[src/rtl/uart_rx_pkg.sv]
// Shared UART definitions: receiver state encodings, frame-configuration limits and clamping helpers.
package uart_rx_pkg;

    localparam int unsigned UBRR_W    = 12;
    localparam int unsigned UCSZ_W    = 4;
    localparam int unsigned DATA_W    = 8;
    localparam int unsigned UCSZ_MIN  = 5;
    localparam int unsigned UCSZ_MAX  = 8;
    localparam int unsigned UBRR_MIN  = 2;

    typedef enum logic [1:0] {
        ST_IDLE  = 2'd0,
        ST_START = 2'd1,
        ST_DATA  = 2'd2,
        ST_STOP  = 2'd3
    } rx_state_e;

    // Frame configuration captured when a start edge is accepted
    typedef struct packed {
        logic [UBRR_W-1:0] ubrr;
        logic [UCSZ_W-1:0] ucsz;
    } rx_cfg_t;

    function automatic logic [UBRR_W-1:0] clamp_ubrr(input logic [UBRR_W-1:0] v);
        return (v < UBRR_W'(UBRR_MIN)) ? UBRR_W'(UBRR_MIN) : v;
    endfunction

    function automatic logic [UCSZ_W-1:0] clamp_ucsz(input logic [UCSZ_W-1:0] v);
        if (v < UCSZ_W'(UCSZ_MIN)) return UCSZ_W'(UCSZ_MIN);
        if (v > UCSZ_W'(UCSZ_MAX)) return UCSZ_W'(UCSZ_MAX);
        return v;
    endfunction

endpackage

[src/rtl/uart_sync.sv]
// Multi-flop synchronizer for an asynchronous level; resets to 1 so an idle serial line reads high.
module uart_sync #(
    parameter int unsigned STAGES = 2
) (
    input  logic clk,
    input  logic rst,
    input  logic d,
    output logic q
);

    logic [STAGES-1:0] ff;

    always_ff @(posedge clk) begin
        if (rst) begin
            ff <= '1;
        end else begin
            ff <= {ff[STAGES-2:0], d};
        end
    end

    assign q = ff[STAGES-1];

endmodule

[src/rtl/uart_rx.sv]
// UART receiver: start-edge detection, mid-bit sampling, LSB-first assembly of 5..8 data bits,
// and a one-deep receive register with valid / frame-error / overrun flags.
module uart_rx
    import uart_rx_pkg::*;
#(
    parameter int unsigned SYNC_STAGES = 2
) (
    input  logic                clk,
    input  logic                rst,
    input  logic [UBRR_W-1:0]   UBRR,
    input  logic [UCSZ_W-1:0]   UCSZ,
    input  logic                rx_en,
    input  logic                rx,
    input  logic                rd,
    output logic [DATA_W-1:0]   UDRR,
    output logic                rx_valid,
    output logic                frame_err,
    output logic                overrun
);

    logic              rx_s;
    logic              rx_s_d;
    rx_state_e         state;
    rx_cfg_t           cfg;
    rx_cfg_t           cfg_in_c;
    logic [UBRR_W-1:0] baud_cnt;
    logic [UCSZ_W-1:0] bit_cnt;
    logic [DATA_W-1:0] shift_reg;
    logic              start_edge_c;
    logic              ack_c;

    uart_sync #(
        .STAGES (SYNC_STAGES)
    ) u_sync (
        .clk (clk),
        .rst (rst),
        .d   (rx),
        .q   (rx_s)
    );

    always_comb begin
        cfg_in_c      = '0;
        cfg_in_c.ubrr = clamp_ubrr(UBRR);
        cfg_in_c.ucsz = clamp_ucsz(UCSZ);
        start_edge_c  = rx_en & rx_s_d & ~rx_s;
        // Reads are ignored while disabled so the held flags stay intact
        ack_c         = rd & rx_valid & rx_en;
    end

    always_ff @(posedge clk) begin
        if (rst) begin
            rx_s_d    <= 1'b1;
            state     <= ST_IDLE;
            cfg       <= '0;
            baud_cnt  <= '0;
            bit_cnt   <= '0;
            shift_reg <= '0;
            UDRR      <= '0;
            rx_valid  <= 1'b0;
            frame_err <= 1'b0;
            overrun   <= 1'b0;
        end else begin
            rx_s_d <= rx_s;

            if (ack_c) begin
                rx_valid  <= 1'b0;
                frame_err <= 1'b0;
                overrun   <= 1'b0;
            end

            if (state == ST_IDLE) begin
                if (start_edge_c) begin
                    state     <= ST_START;
                    cfg       <= cfg_in_c;
                    baud_cnt  <= (cfg_in_c.ubrr >> 1) - UBRR_W'(1);
                    bit_cnt   <= '0;
                    shift_reg <= '0;
                end
            end else if (!rx_en) begin
                state <= ST_IDLE;
            end else if (baud_cnt != '0) begin
                baud_cnt <= baud_cnt - UBRR_W'(1);
            end else begin
                baud_cnt <= cfg.ubrr - UBRR_W'(1);
                case (state)
                    ST_START: begin
                        if (rx_s) begin
                            state <= ST_IDLE;
                        end else begin
                            state   <= ST_DATA;
                            bit_cnt <= '0;
                        end
                    end
                    ST_DATA: begin
                        shift_reg <= {rx_s, shift_reg[DATA_W-1:1]};
                        bit_cnt   <= bit_cnt + UCSZ_W'(1);
                        if (bit_cnt == cfg.ucsz - UCSZ_W'(1)) begin
                            state <= ST_STOP;
                        end
                    end
                    ST_STOP: begin
                        // Short frames sit in the top bits; right-align them
                        UDRR      <= shift_reg >> (UCSZ_W'(DATA_W) - cfg.ucsz);
                        rx_valid  <= 1'b1;
                        frame_err <= ~rx_s;
                        overrun   <= ack_c ? 1'b0 : (overrun | rx_valid);
                        state     <= ST_IDLE;
                    end
                    default: state <= ST_IDLE;
                endcase
            end
        end
    end

endmodule

[config.mk]
export PLATFORM = sky130hd
export DESIGN_NAME = uart_rx
export DESIGN_NICKNAME = d
export VERILOG_FILES = /design/src/rtl/uart_rx_pkg.sv /design/src/rtl/uart_sync.sv /design/src/rtl/uart_rx.sv
export SDC_FILE = /design/constraint.sdc
export NUM_CORES = 1
export LEC_CHECK = 0
export ABC_AREA = 1
export CAP_MARGIN = 0
export CORE_MARGIN = 4
export CORE_UTILIZATION = 57
export CTS_CLUSTER_DIAMETER = 40
export DETAILED_ROUTE_END_ITERATION = 8
export DONT_BUFFER_PORTS = 1
export HOLD_SLACK_MARGIN = 0.15
export PLACE_DENSITY = 0.76
export SYNTH_ARGS = -nofsm -noshare
export SYNTH_HDL_FRONTEND = slang
export SYNTH_SLANG_ARGS = --single-unit
[constraint.sdc]
create_clock -name clk -period 1.9 [get_ports clk]
set_input_delay 0.38 -clock clk [delete_from_list [all_inputs] [get_ports clk]]
set_output_delay 0.38 -clock clk [all_outputs]
set_load 0.02 [all_outputs]
==> metrics.yaml <==
r2r_slack_ns: 0.04
drt_iter0_drc: 284
gr-usage-met3: 0.0734
final_hold_viol_count: 0
fp.dieW_um: 83.3
holdCritPathClass: "input pin to flip-flop"
min_from: "rx"
grt-busiest-layer: "met2"
regArea_sq_um: 1130
drc: 0
largestRegisters: "cfg x16, baud_cnt x12"
outcome: "finished, final reports clean"
period_minus_slack_ns: 1.86
hold_path_depth: 1
largest_reg_flops: 16
layout_common_cells: "nand2_1, inv_1, dfxtp_1, a21oi_1"
grt_pass1_wl_um: 13900
vias_per_cell: 5.65
syn-instance-count: 478
power.density_nw_per_um2: 771
cts_sinks: 56
drtAntennaViolNets: 0
met1_usage: 0.300
worst-setup-path-type: "flip-flop to flip-flop"
relSlewSlack: 0.264
grt_start_max_net_pins: 29
dp_hpwl_um: 5970
met2_usage: 0.404
antenna-diode-count: 0
std_cell_rows: 27
port_buffers: 0
ctsHtreeMaxLevel: 2
end_kind: "flip-flop"
fin_crit_sh: 0.981
fmaxAchievable_ghz: 0.537
reg2regPathDepth: 15
startpoint_type: "flip-flop"
wl_per_cell_um: 15.0
clk_pin_slew_ns: 0.11
hold_end: "u_sync.ff[0]"
slowest_delay_ns: 0.34
gp_congestion: 0.942
syn_nets: 508
critPathArrivalTime_ns: 2.08
cts_buffers: 5
maxCapViolCount: 0
worst_hold_slack_ns: 0.158
clk_latency_ns: 0.33
postSynthAreaPerCell_sq_um: 6.77
antenna_found_initial: 0
cp_slowest_cell: "dfxtp_2"
nFillCells: 444
ys_seq_elements: 56
final_common_cell: "nand2_1"
cts_buffer_depth: 2
area_delta_synth_final_pct: 21.4
first_pass_iters: 5
grt_pass1_vias: 3047
cts-root-buf: "clkbuf_8"
regMostFlops: "cfg"
num_io_pins: 32
yosysUniqueCellTypes: 37
drive_gt1_frac: 0.254
setup_violations: 0
p_leak_uw: 0.00169
required_ns: 2.11
fin_skew_ns: 0.0144
core_area_sq_um: 5510
timing.rr.end: "baud_cnt[10]"
rsz0062_at_grt: "yes"
layout.nets: 541
yosysSeqAreaShare: 0.347
placed_cells: 562
dieHeight_um: 83.3
routed_wl_um: 8730
finalNonFillerCells: 584
cp_cell_sequence: "nor2_1, nand2_1, nor2_4, nand2_4, nand3_2, nand2_2, nor2_4, ha_4, inv_2, nor2_2, nand2_2, inv_2, nand2_2, o21ai_2, a21oi_1"
worst_slew_pin_slew_ns: 1.10
dr_total_vias: 3298
synth_warnings: 0
crit_top_cell: "nand2_2"
design.die.area_sq_um: 6940
initial_core_util: 0.587
syn_area_sq_um: 3230
peakVddDrop_uv: 426
gr-usage-all-layers: 0.240
multiInputGateArea_sq_um: 1980
r2r_start: "baud_cnt[0]"
slew_violations: 0
grt.overflow.total: 0
tritoncts: "done"
crit_path_max_fanout: 4
[final cells by class]
| cell class | count | area share |
|---|---|---|
| Sequential cell | 56 | 0.289 |
| Timing Repair Buffer | 45 | 0.101 |
| Clock inverter | 3 | 0.00637 |
| Multi-Input combinational cell | 343 | 0.504 |
| Inverter | 60 | 0.0586 |
| Clock buffer | 5 | 0.0175 |
| Tap cell | 72 | 0.0229 |
[per-layer routing]
layer | share of wire | up-vias
met1 | 0.43 | 1543
met5 | 0 | -
met3 | 0.085 | 17
met4 | 0.018 | 0
met2 | 0.47 | 122
li1 | - | 1616
[repair_timing]
| item | in CTS | in global routing |
|---|---|---|
| endpoints found under the hold margin | 28 | 0 |
| gates resized for setup | 5 | 58 |
| hold buffers | 1 | 0 |
| pin swaps | 2 | 31 |
| buffers inserted | 3 | 12 |
| setup endpoints to repair | 3 | 21 |
[Yosys cell counts]
cell type  number  area (sq um)
o21bai_1        1          7.51
nand2_2         1          6.26
clkinv_1        1          3.75
xnor2_1         1          8.76
o21ai_0        30           150
inv_1          52           195
a21oi_1        40           200
o211ai_1        4          30.0
nor3_1          3          15.0
ha_1            9           113
inv_2           7          26.3
nor3b_1         2          15.0
nor2_2          8          50.1
nor4_4          1          21.3
nor2_4          3          33.8
nand4_1        14          87.6
or2_2           3          18.8
a211oi_1        2          15.0
and2_0          1          6.26
a22oi_1         6          45.0
nand3_4         1          17.5
nor2_1         43           161
nor3_4          1          16.3
mux2i_1         2          20.0
dfxtp_1        56          1120
a31oi_1         2          12.5
buf_2           5          25.0
buf_4           2          15.0
clkbuf_1       11          41.3
buf_6           1          11.3
nand2_1       117           439
xor2_1          4          35.0
nand3_1        28           140
nand3_2         8          80.1
o21ai_1         4          20.0
a21boi_0        1          7.51
nand3b_1        3          22.5
[critical path, delay by kind of cell, from the launching register on]
family,cells,cell delay (ns)
flip-flops,1,0.34
buffers and inverters,2,0.11
AND/OR/NAND/NOR,10,0.97
adder cells (fa/ha/maj),1,0.14
AO/OA/AOI/OAI,2,0.18
[cell families (layout without fill, tap and decap cells)]
kind of cell | count (synthesis) | after routing | synth area share
XOR/XNOR | 5 | 5 | 0.0135
buffers and inverters | 79 | 113 | 0.0983
flip-flops | 56 | 56 | 0.347
adder cells (fa/ha/maj) | 9 | 9 | 0.0348
AND/OR/NAND/NOR | 237 | 237 | 0.350
AO/OA/AOI/OAI | 90 | 90 | 0.151
multiplexers | 2 | 2 | 0.00619
[power by group]
part	total (uW)	switching [uW]	internal, uW
logic	1050	608	446
registers	1260	34.6	1230
clock network	711	441	270
total	3030	1080	1940
[stage by stage]
step | utilization | setup slack, ns | instance area [sq um] | power [uW] | setup TNS, ns
after floorplan | - | 0.00578 | 3270 | 1820 | 0
after detailed placement | 0.636 | -0.0336 | 3500 | 2010 | -0.0336
final | 0.713 | 0.0362 | 3930 | 3030 | 0
after global routing | 0.713 | -0.138 | 3930 | 3180 | -1.20
after global placement | 0.636 | 0.0251 | 3500 | 2000 | 0
after CTS | 0.661 | 0.00946 | 3640 | 2740 | 0
[worst max path at each step]
| stage | start | endpoint |
|---|---|---|
| detailed placement | baud_cnt[0] | baud_cnt[10] |
| global placement | baud_cnt[0] | baud_cnt[8] |
| CTS | baud_cnt[0] | baud_cnt[10] |
| global route | baud_cnt[0] | baud_cnt[10] |
| floorplan | state[0] | baud_cnt[10] |
| finish | baud_cnt[0] | baud_cnt[10] |
Note: power is estimated with default switching activity, not from simulation.
